[src/rtl/stereo_pkg.sv]
// Shared stereo-datapath definitions.
// Holds the default geometry of the census / Hamming-cost path, the
// scheduler state encoding, the in-flight tag layout and a small cost
// comparison helper. Modules import this package and may override the
// geometry through their own parameters (kept consistent with these
// defaults because tag_t is sized from them).
package stereo_pkg;

    localparam int DEF_CENSUS_BITS = 20;  // census word width
    localparam int DEF_CNT_W       = 5;   // cost width, holds 0..DEF_CENSUS_BITS
    localparam int DEF_NUM_DISP    = 16;  // disparity candidates per pixel
    localparam int DEF_DISP_W      = 4;   // clog2(DEF_NUM_DISP)
    localparam int DEF_PIPE_LAT    = 5;   // treesum latency in cycles

    typedef enum logic [1:0] {
        IDLE  = 2'd0,
        ISSUE = 2'd1,
        DRAIN = 2'd2,
        DONE  = 2'd3
    } state_e;

    // Travels alongside each word through the cost pipeline; valid=0 marks a bubble.
    typedef struct packed {
        logic                  valid;
        logic [DEF_DISP_W-1:0] idx;
    } tag_t;

    // Strictly-lower cost wins, so on ties the earlier (lower) disparity is kept.
    function automatic logic cost_better(input logic [DEF_CNT_W-1:0] cand,
                                         input logic [DEF_CNT_W-1:0] best);
        return (cand < best);
    endfunction

endpackage

[src/rtl/treesum.sv]
// Pipelined Hamming-weight (popcount) engine.
// bitsin presented in cycle t produces its set-bit count on cntout in cycle
// t+5: input register, four quarter counts, two half sums, total, output
// register. The pipeline carries no valid; callers tag their own words.
// CENSUS_BITS must be a multiple of 4.
// Ports:
//   clk    - clock, rising edge
//   reset  - asynchronous active-high, clears every pipeline stage
//   bitsin - word to count
//   cntout - number of ones in the word issued PIPE_LAT cycles earlier
module treesum
    import stereo_pkg::*;
#(
    parameter int CENSUS_BITS = DEF_CENSUS_BITS,
    parameter int CNT_W       = DEF_CNT_W
) (
    input  logic                   clk,
    input  logic                   reset,
    input  logic [CENSUS_BITS-1:0] bitsin,
    output logic [CNT_W-1:0]       cntout
);

    localparam int QW = CENSUS_BITS / 4;

    logic [CENSUS_BITS-1:0] bits_r;
    logic [CNT_W-1:0]       quarter_s [4];
    logic [CNT_W-1:0]       quarter_r [4];
    logic [CNT_W-1:0]       half_r    [2];
    logic [CNT_W-1:0]       total_r;
    logic [CNT_W-1:0]       cntout_r;

    // Count the ones in each quarter of the registered input word.
    always_comb begin
        for (int q = 0; q < 4; q++) begin
            quarter_s[q] = {CNT_W{1'b0}};
            for (int b = 0; b < QW; b++) begin
                quarter_s[q] = quarter_s[q] + CNT_W'(bits_r[q*QW + b]);
            end
        end
    end

    // Adder-tree pipeline stages.
    always_ff @(posedge clk or posedge reset) begin
        if (reset) begin
            bits_r   <= {CENSUS_BITS{1'b0}};
            for (int q = 0; q < 4; q++) quarter_r[q] <= {CNT_W{1'b0}};
            half_r[0] <= {CNT_W{1'b0}};
            half_r[1] <= {CNT_W{1'b0}};
            total_r  <= {CNT_W{1'b0}};
            cntout_r <= {CNT_W{1'b0}};
        end else begin
            bits_r    <= bitsin;
            for (int q = 0; q < 4; q++) quarter_r[q] <= quarter_s[q];
            half_r[0] <= quarter_r[0] + quarter_r[1];
            half_r[1] <= quarter_r[2] + quarter_r[3];
            total_r   <= half_r[0] + half_r[1];
            cntout_r  <= total_r;
        end
    end

    assign cntout = cntout_r;

endmodule

[src/rtl/disparity_wta_scheduler.sv]
// Winner-take-all disparity scheduler.
// Accepts one pixel (left census word plus NUM_DISP right candidates),
// streams left^right[d] through a single shared treesum one candidate per
// cycle, follows each word with a tag shift register of the same depth and
// keeps the minimum-cost disparity. The result is held until accepted.
// Ports:
//   clk, reset      - clock; asynchronous active-high reset (also clears treesum)
//   in_valid/ready  - pixel handshake; ready only while idle
//   left_census     - left-image census word
//   right_census    - candidates, slice d = [d*CENSUS_BITS +: CENSUS_BITS]
//   out_valid/ready - result handshake; valid held until accepted
//   out_disp        - winning disparity (lowest index on ties)
//   out_cost        - Hamming cost of the winner
module disparity_wta_scheduler
    import stereo_pkg::*;
#(
    parameter int CENSUS_BITS = DEF_CENSUS_BITS,
    parameter int CNT_W       = DEF_CNT_W,
    parameter int NUM_DISP    = DEF_NUM_DISP,
    parameter int DISP_W      = DEF_DISP_W,
    parameter int PIPE_LAT    = DEF_PIPE_LAT
) (
    input  logic                            clk,
    input  logic                            reset,
    input  logic                            in_valid,
    output logic                            in_ready,
    input  logic [CENSUS_BITS-1:0]          left_census,
    input  logic [NUM_DISP*CENSUS_BITS-1:0] right_census,
    output logic                            out_valid,
    input  logic                            out_ready,
    output logic [DISP_W-1:0]               out_disp,
    output logic [CNT_W-1:0]                out_cost
);

    localparam logic [DISP_W-1:0] LAST_IDX  = DISP_W'(NUM_DISP - 1);
    localparam logic [DISP_W-1:0] FIRST_IDX = DISP_W'(0);

    state_e                 state_r;
    state_e                 state_n;
    logic [DISP_W-1:0]      idx_r;
    logic [CENSUS_BITS-1:0] left_r;
    logic [CENSUS_BITS-1:0] right_r [NUM_DISP];
    tag_t                   tag_r   [PIPE_LAT];
    tag_t                   push_tag_s;
    tag_t                   tail_s;
    logic [CENSUS_BITS-1:0] bitsin_s;
    logic [CNT_W-1:0]       cntout_s;
    logic                   accept_s;
    logic                   in_ready_r;
    logic                   out_valid_r;
    logic [DISP_W-1:0]      best_disp_r;
    logic [CNT_W-1:0]       best_cost_r;

    assign tail_s   = tag_r[PIPE_LAT-1];
    assign accept_s = in_valid && (state_r == IDLE);

    // Shared cost engine; its reset is tied to ours so an abandoned pixel leaves nothing behind.
    treesum #(
        .CENSUS_BITS (CENSUS_BITS),
        .CNT_W       (CNT_W)
    ) u_treesum (
        .clk    (clk),
        .reset  (reset),
        .bitsin (bitsin_s),
        .cntout (cntout_s)
    );

    // Next-state, issue data and tag to push this cycle.
    always_comb begin
        state_n    = state_r;
        bitsin_s   = {CENSUS_BITS{1'b0}};
        push_tag_s = '{valid: 1'b0, idx: FIRST_IDX};
        case (state_r)
            IDLE: begin
                if (accept_s) begin
                    state_n = ISSUE;
                end else begin
                    state_n = IDLE;
                end
            end
            ISSUE: begin
                bitsin_s   = left_r ^ right_r[idx_r];
                push_tag_s = '{valid: 1'b1, idx: idx_r};
                if (idx_r == LAST_IDX) begin
                    state_n = DRAIN;
                end else begin
                    state_n = ISSUE;
                end
            end
            DRAIN: begin
                // The last candidate's cost is captured at the end of this cycle.
                if (tail_s.valid && (tail_s.idx == LAST_IDX)) begin
                    state_n = DONE;
                end else begin
                    state_n = DRAIN;
                end
            end
            DONE: begin
                if (out_ready) begin
                    state_n = IDLE;
                end else begin
                    state_n = DONE;
                end
            end
            default: begin
                state_n = IDLE;
            end
        endcase
    end

    // State, issue counter, handshake flags and latched census words.
    always_ff @(posedge clk or posedge reset) begin
        if (reset) begin
            state_r     <= IDLE;
            idx_r       <= FIRST_IDX;
            in_ready_r  <= 1'b1;
            out_valid_r <= 1'b0;
            left_r      <= {CENSUS_BITS{1'b0}};
            for (int d = 0; d < NUM_DISP; d++) right_r[d] <= {CENSUS_BITS{1'b0}};
        end else begin
            state_r     <= state_n;
            in_ready_r  <= (state_n == IDLE);
            out_valid_r <= (state_n == DONE);
            if (accept_s) begin
                idx_r  <= FIRST_IDX;
                left_r <= left_census;
                for (int d = 0; d < NUM_DISP; d++) begin
                    right_r[d] <= right_census[d*CENSUS_BITS +: CENSUS_BITS];
                end
            end else if (state_r == ISSUE) begin
                idx_r <= idx_r + DISP_W'(1);
            end else begin
                idx_r <= idx_r;
            end
        end
    end

    // Tag shift register, same depth as the treesum pipeline.
    always_ff @(posedge clk or posedge reset) begin
        if (reset) begin
            for (int k = 0; k < PIPE_LAT; k++) tag_r[k] <= '{valid: 1'b0, idx: FIRST_IDX};
        end else begin
            tag_r[0] <= push_tag_s;
            for (int k = 1; k < PIPE_LAT; k++) tag_r[k] <= tag_r[k-1];
        end
    end

    // Winner-take-all capture: candidate 0 seeds the best, later ones must be strictly cheaper.
    always_ff @(posedge clk or posedge reset) begin
        if (reset) begin
            best_disp_r <= FIRST_IDX;
            best_cost_r <= {CNT_W{1'b0}};
        end else if (tail_s.valid &&
                     ((tail_s.idx == FIRST_IDX) || cost_better(cntout_s, best_cost_r))) begin
            best_disp_r <= tail_s.idx;
            best_cost_r <= cntout_s;
        end else begin
            best_disp_r <= best_disp_r;
            best_cost_r <= best_cost_r;
        end
    end

    assign in_ready  = in_ready_r;
    assign out_valid = out_valid_r;
    assign out_disp  = best_disp_r;
    assign out_cost  = best_cost_r;

endmodule
[config.mk]
export PLATFORM = sky130hd
export DESIGN_NAME = disparity_wta_scheduler
export DESIGN_NICKNAME = d
export VERILOG_FILES = /design/src/rtl/stereo_pkg.sv /design/src/rtl/treesum.sv /design/src/rtl/disparity_wta_scheduler.sv
export SDC_FILE = /design/constraint.sdc
export NUM_CORES = 1
export LEC_CHECK = 0
export CAP_MARGIN = 20
export CORE_UTILIZATION = 53
export DETAILED_ROUTE_END_ITERATION = 10
export HOLD_SLACK_MARGIN = 0.05
export PLACE_DENSITY = 0.81
export SYNTH_ARGS = -nofsm -noshare
export SYNTH_HDL_FRONTEND = slang
export SYNTH_HIERARCHICAL = 1
export SYNTH_SLANG_ARGS = --single-unit
[constraint.sdc]
create_clock -name clk -period 15.9 [get_ports clk]
set_input_delay 1.59 -clock clk [delete_from_list [all_inputs] [get_ports clk]]
set_output_delay 1.59 -clock clk [all_outputs]
set_load 0.05 [all_outputs]
==> results of run 1 <==
## cell families after synthesis
kind of cell,count (synthesis)
adder cells (fa/ha/maj),30
XOR/XNOR,6
buffers and inverters,103
AO/OA/AOI/OAI,122
flip-flops,432
AND/OR/NAND/NOR,69
multiplexers,426
## cell usage in the layout (no fill, tap or decap), drive strengths merged, types with 5 or more instances in the layout
cell and instances:
nand2 17, a21oi 25, a22oi 40, xnor2 5
a21o 25, buf 14, clkdlybuf4s50 354, dfrtp 431
nor2 5, fa 11, mux2i 5, clkbuf 66
clkinv 10, diode 11, inv 31, mux4 80
nand3 23, mux2 341, o2111ai 9, o21ai 7
o211ai 10, nor2b 10, ha 19
## where the power goes
part / internal (mW) / switching, mW
clock: 0.601 / 0.423
combinational: 0.128 / 0.0687
sequential: 1.14 / 0.0258
## state kept, by name (all words and copies together), names as in the netlist
register,flops
idx_r,4
in_ready,1
left_r,20
out_cost,5
out_disp,4
out_valid,1
right_r,320
state_r,2
tag_r,25
u_treesum/bits_r,20
u_treesum/cntout,5
u_treesum/half_r,8
u_treesum/quarter_r,12
u_treesum/total_r,5
## worst paths after layout
check	startpoint	to	slack, ns
min in group asynchronous	reset	u_treesum/total_r[1]$_DFF_PP0_	1.44
worst min-delay path	tag_r[23]$_DFF_PP0_	tag_r[18]$_DFF_PP0_	0.35
max in group asynchronous	reset	left_r[16]$_DFFE_PP0P_	12.73
worst max register to register	state_r[0]$_DFF_PP0_	right_r[219]$_DFFE_PP0P_	11.38
worst max-delay path	in_valid	right_r[219]$_DFFE_PP0P_	10.35
worst min register to register	tag_r[23]$_DFF_PP0_	tag_r[18]$_DFF_PP0_	0.35
## area by class of cell
cell class              count  area share [%]
inverters                  31           0.509
repair buffers            368            15.3
well taps                 461            2.37
clock inverters            13           0.514
multi-input cells         653            31.4
flip-flops and latches    432            44.4
clock buffers              66            5.37
diodes                     11           0.113
## worst max-delay path: stages
cell and delay [ns]:
sky130_fd_sc_hd__clkdlybuf4s50_1 0.51, sky130_fd_sc_hd__nor3b_4 0.90, sky130_fd_sc_hd__buf_12 0.56, sky130_fd_sc_hd__buf_4 0.97, sky130_fd_sc_hd__buf_4 0.95, sky130_fd_sc_hd__mux2_1 0.40
## per-layer routing
layer | vias up | track usage, % | wire length (um)
met5 | - | 0 | 11
met4 | 2 | 10.3 | 1850
met3 | 95 | 6.05 | 2570
met2 | 347 | 41.3 | 22500
met1 | 5922 | 32.5 | 18300
li1 | 5095 | - | -
## metrics by stage
step                      setup WS, ns  cells  instance area, um^2
after floorplan                   3.70   1188                19100
after global placement            9.65   1942                22800
after detailed placement          9.59   1942                22800
after CTS                        10.19   2021                24300
after global routing             10.02   2035                24300
final                            10.35   2035                24300
==> metrics.txt, run 1 <==
run status=finished clean; final setup violation count=0; vias in the first global route=12,200; distinct cell type count after synthesis=42; RSZ-0062 raised after global routing=no; Inserted Clock Buffers=45; signal arrival time at the worst endpoint=5.98 ns; compound-cell area share of the yosys netlist=5.38%; total design power=2.39 mW; Initial Utilization=53.7%; Resized cells post-CTS=0; maxcap violations=0; main combinational cell family by area after synthesis=multiplexers; Iteration-0 DRC Markers=643; total of flip-flops plus latches after synthesis=432; most numerous cell types in the synthesized netlist=sky130_fd_sc_hd__dfrtp_1, sky130_fd_sc_hd__mux2_1, sky130_fd_sc_hd__mux4_2, sky130_fd_sc_hd__buf_2, sky130_fd_sc_hd__inv_1; total wire length=45,200 um; count leader, synth=sky130_fd_sc_hd__dfrtp_1; pin count of the biggest net entering global routing=201; number of post-CTS setup repair buffers=0; share of cell area taken by muxes after synthesis=30.1%; Post-Syn Nets=1,562; buffer depth of the longest clock path=3; Hold WC Path Type=reg2reg; share of Yosys cell area claimed by the top area cell type=56.6%; Core Area=0.0355 mm^2; Async SR Flop Fraction=100%; CP Capture Type=flop; static leakage=11.1 nW; clock-pin slew on the worst setup and hold paths=0.06 ns; headroom to the max-slew limit=25.0%; Clock Sinks=432; Reg area=0.0108 mm^2; area growth from synthesis to layout=27.8%; final worst-path cycle share=34.9%; adder and majority cell fraction of the synthesized area=2.40%; power density of the placed cells=98.2 mW/mm^2; number of levels in the clock H-tree=2; Final Hold Violating Endpoints=0; Crit Path Max Fanout=161; simple-gate share of the synthesized area=1.93%; Multi-input gate area=0.00765 mm^2; global-route wire length before repair=69,000 um; Required @ worst endpoint=16.33 ns; cell taking the most area after synthesis=sky130_fd_sc_hd__dfrtp_1; number of max-slew violations in the final report=0; FMAX=180 MHz; routability congestion estimate from global placement=0.793; number of instances on the worst hold path=0; Critical Setup Path Class=in2reg; transition time of the tightest slew-check pin=1.12 ns; mean area per synthesized cell=16.0 um^2; minimum clock period after layout=5.55 ns; yosys warns=6; Worst Clk Skew=0.0239 ns; Post-Syn Area=0.0191 mm^2; cell count after synthesis=1,188; CTS tree=built; clk root buf=sky130_fd_sc_hd__clkbuf_16; Port Buffer Count=354; Skew-Pair Late Insertion Delay=0.57 ns; post-DR wirelength/cell=22.2 um; count of unresolved DRC violations after routing=0; FF-to-FF path depth=5; commonest register cell after synthesis=sky130_fd_sc_hd__dfrtp_1; smallest hold slack=0.347 ns; utilization after layout=68.6%; detailed-routing iteration count for the pre-antenna-repair pass=5; share of final-layout standard cells stronger than drive strength 1=12.5%; number of nets in the layout=1,905; most area-consuming cells after synthesis=sky130_fd_sc_hd__dfrtp_1, sky130_fd_sc_hd__mux2_1, sky130_fd_sc_hd__mux4_2, sky130_fd_sc_hd__mux4_1, sky130_fd_sc_hd__a22oi_2; Post-Synth XOR/XNOR Area=0.276%; part of the Yosys area used for sequential elements=56.7%; vias per cell=5.63; number of hold buffers added after cts=0; kind of start point of the critical path=input port; count of vias placed by the detailed router=11,500; number of synthesized flops with an enable pin=0; peak supply drop=81.2 uV; row count=69; number of antenna violations at the first check in global routing=12; number of fillers in the final layout=2,468; die area=0.0367 mm^2; total negative setup slack=0 ns; vertical extent of the die=192 um; overall track demand over capacity in global routing=25.2%; Congestion Overflow GR=0; post-detailed-placement half-perimeter wirelength=31,600 um; number of primary I/O pins=355; die width=192 um; number of routed nets with antenna violations=0
No activity file was read; power rests on OpenSTA's default activity.
==> run 2, diff against run 1 <==
==> constraint.sdc (replaced) <==
create_clock -name clk -period 5.6 [get_ports clk]
set_input_delay 0.56 -clock clk [delete_from_list [all_inputs] [get_ports clk]]
set_output_delay 0.56 -clock clk [all_outputs]
set_load 0.05 [all_outputs]
==> metrics.txt, run 2 (synthesis gave the netlist of run 1 again) <==
clock-pin slew on the worst setup and hold paths=0.06 ns (about the same); number of levels in the clock H-tree=2 (unchanged); Worst Clk Skew=0.0193 ns (-0.00463 ns); Port Buffer Count=354 (unchanged); kind of start point of the critical path=flop; signal arrival time at the worst endpoint=3.29 ns (-2.69 ns); largest registers ranked by flip-flop count=right_r x320, tag_r x25; maxcap violations=0 (unchanged); Iteration-0 DRC Markers=774 (+20%); Skew-Pair Late Insertion Delay=0.57 ns (about the same); Resized cells post-CTS=0 (unchanged); number of routed nets with antenna violations=0 (unchanged); run status=finished clean; final design instance area without fill=0.0245 mm^2 (+0.49%); global-route wire length before repair=72,300 um (+4.8%); maximum cell stage delay along the critical path=1.00 ns (+0.03 ns); number of nets in the layout=1,910 (+0.26%); wl on met1=19,500 um (+6.8%); routed length on met2=23,800 um (+5.6%); final setup violation count=0 (unchanged); buffer depth of the longest clock path=3 (unchanged); number of post-CTS setup repair buffers=0 (unchanged); transition time of the tightest slew-check pin=1.12 ns (+0.000210 ns); CP Capture Type=flop; register name with the most flops=right_r; number of primary I/O pins=355 (unchanged); Clock Sinks=432 (unchanged); max reg flops=320 (unchanged); Initial Utilization=53.7% (unchanged); final worst-path cycle share=49.9%; number of antenna violations at the first check in global routing=12 (unchanged); leading cell type in the layout, fill and taps excluded=sky130_fd_sc_hd__dfrtp_1; routed wl met3=2620 um (+2.0%); slowest stage cell, crit path=sky130_fd_sc_hd__dfrtp_4; commonest cells after routing, fill and taps aside=sky130_fd_sc_hd__dfrtp_1, sky130_fd_sc_hd__clkdlybuf4s50_1, sky130_fd_sc_hd__mux2_1; count of unresolved DRC violations after routing=0 (unchanged); FMAX=358 MHz; Critical Setup Path Class=reg2reg; row count=69 (unchanged); clk root buf=sky130_fd_sc_hd__clkbuf_16; headroom to the max-slew limit=25.0% (about the same); RSZ-0062 raised after global routing=no; overall track demand over capacity in global routing=26.7% (+1.5 points); Multi-input gate area=0.00765 mm^2 (unchanged); static leakage=11.1 nW (+0.36%); post-detailed-placement half-perimeter wirelength=34,100 um (+8.0%); Inserted Clock Buffers=46 (+2.2%); Congestion Overflow GR=0 (unchanged); die width=192 um (unchanged); placement-stage cell area=0.0229 mm^2 (+0.48%); number of fillers in the final layout=2,373 (-3.8%); post-DR wirelength/cell=23.5 um (+5.6%); Core Area=0.0355 mm^2 (unchanged); Required @ worst endpoint=6.09 ns (-10.24 ns); die area=0.0367 mm^2 (unchanged); minimum clock period after layout=2.79 ns; cells along the critical path=buf_4, mux4_2, a22oi_2, nand3_1, a21oi_2; final cell count without fillers=2,045 (+0.49%); total wire length=48,000 um (+6.1%); power density of the placed cells=280 mW/mm^2 (+180%); Final Hold Violating Endpoints=0 (unchanged); vertical extent of the die=192 um (unchanged); count of vias placed by the detailed router=11,600 (+1.5%); area growth from synthesis to layout=28.4%; routability congestion estimate from global placement=0.824 (+3.9%); CTS tree=built; vias in the first global route=12,300 (+1.1%); pin count of the biggest net entering global routing=193 (-4.0%); peak supply drop=251 uV (+210%); number of max-slew violations in the final report=0 (unchanged); Reg area=0.0108 mm^2 (unchanged); share of final-layout standard cells stronger than drive strength 1=12.7% (+0.21 points); number of hold buffers added after cts=0 (unchanged); DR top layer=met4; cell total after placement=1,946 (+0.21%); Hold WC Path Type=in2async; Crit Path Max Fanout=57 (-65%); vias per cell=5.69 (+0.97%); detailed-routing iteration count for the pre-antenna-repair pass=4 (-1)
[run 2: cell count changes in the layout (fill, tap and decap cells not counted)]
cell,before,now
sky130_fd_sc_hd__buf_12,3,8
sky130_fd_sc_hd__diode_2,11,15
sky130_fd_sc_hd__clkbuf_8,6,9
sky130_fd_sc_hd__clkinv_2,8,5
sky130_fd_sc_hd__clkbuf_1,13,15
sky130_fd_sc_hd__buf_4,9,8
sky130_fd_sc_hd__buf_6,0,1
sky130_fd_sc_hd__buf_8,1,0
sky130_fd_sc_hd__clkbuf_16,47,46
sky130_fd_sc_hd__clkinv_4,1,0
sky130_fd_sc_hd__clkinv_8,0,1
sky130_fd_sc_hd__clkinvlp_4,1,2
sky130_fd_sc_hd__inv_6,1,2
sky130_fd_sc_hd__inv_8,1,0
[run 2: layer usage]
layer  GRT usage [%]  vias up
met5               0        -
met4            13.8        0
met3            5.10       91
met2            43.0      353
met1            34.7     6076
li1                -     5109
[run 2: worst paths after layout]
| check | startpoint | endpoint | slack (ns) | cells past startpoint |
|---|---|---|---|---|
| max | idx_r[1]$_DFFE_PP0P_ | u_treesum/bits_r[11]$_DFF_PP0_ | 2.81 | 5 |
| min | reset | u_treesum/cntout[2]$_DFF_PP0_ | 0.32 | 2 |
| max reg2reg | idx_r[1]$_DFFE_PP0P_ | u_treesum/bits_r[11]$_DFF_PP0_ | 2.81 | 5 |
| min reg2reg | u_treesum/total_r[2]$_DFF_PP0_ | u_treesum/cntout[2]$_DFF_PP0_ | 0.34 | 0 |
| max in group asynchronous | reset | right_r[78]$_DFFE_PP0P_ | 3.93 | 3 |
| min in group clk | u_treesum/total_r[2]$_DFF_PP0_ | u_treesum/cntout[2]$_DFF_PP0_ | 0.34 | 0 |
[run 2: critical path: cells and delay by family (launching register included)]
kind	cells	cell delay [ns]
mux	1	0.58
flops	1	1.00
compound gates	2	0.39
simple gates	1	0.16
buf+inv	1	0.55
[run 2: layout make-up]
cell class,instances,share of cell area [%]
flip-flops and latches,432,44.2
multi-input cells,653,31.3
repair buffers,372,15.5
clock buffers,70,5.44
well taps,461,2.36
clock inverters,11,0.516
inverters,31,0.491
diodes,15,0.153
[run 2: report_power, final]
group	internal [mW]	total (mW)	switching, mW
logic	0.365	0.557	0.193
clock network	1.73	2.95	1.22
registers	3.25	3.33	0.0853
total	5.34	6.84	1.50
[run 2: metrics by stage]
| stage | power [mW] | TNS, ns | setup WS [ns] | utilization [%] | hold slack (ns) |
|---|---|---|---|---|---|
| 2_1_floorplan | 3.61 | -35.50 | -0.0932 | - | 0.331 |
| 3_3_place_gp | 3.92 | 0 | 2.85 | 64.6 | 0.331 |
| 3_5_place_dp | 3.95 | 0 | 2.81 | 64.6 | 0.335 |
| 4_1_cts | 6.90 | 0 | 2.80 | 68.7 | 0.320 |
| 5_1_grt | 7.08 | 0 | 2.68 | 68.9 | 0.324 |
| 6_report | 6.84 | 0 | 2.81 | 69.0 | 0.316 |
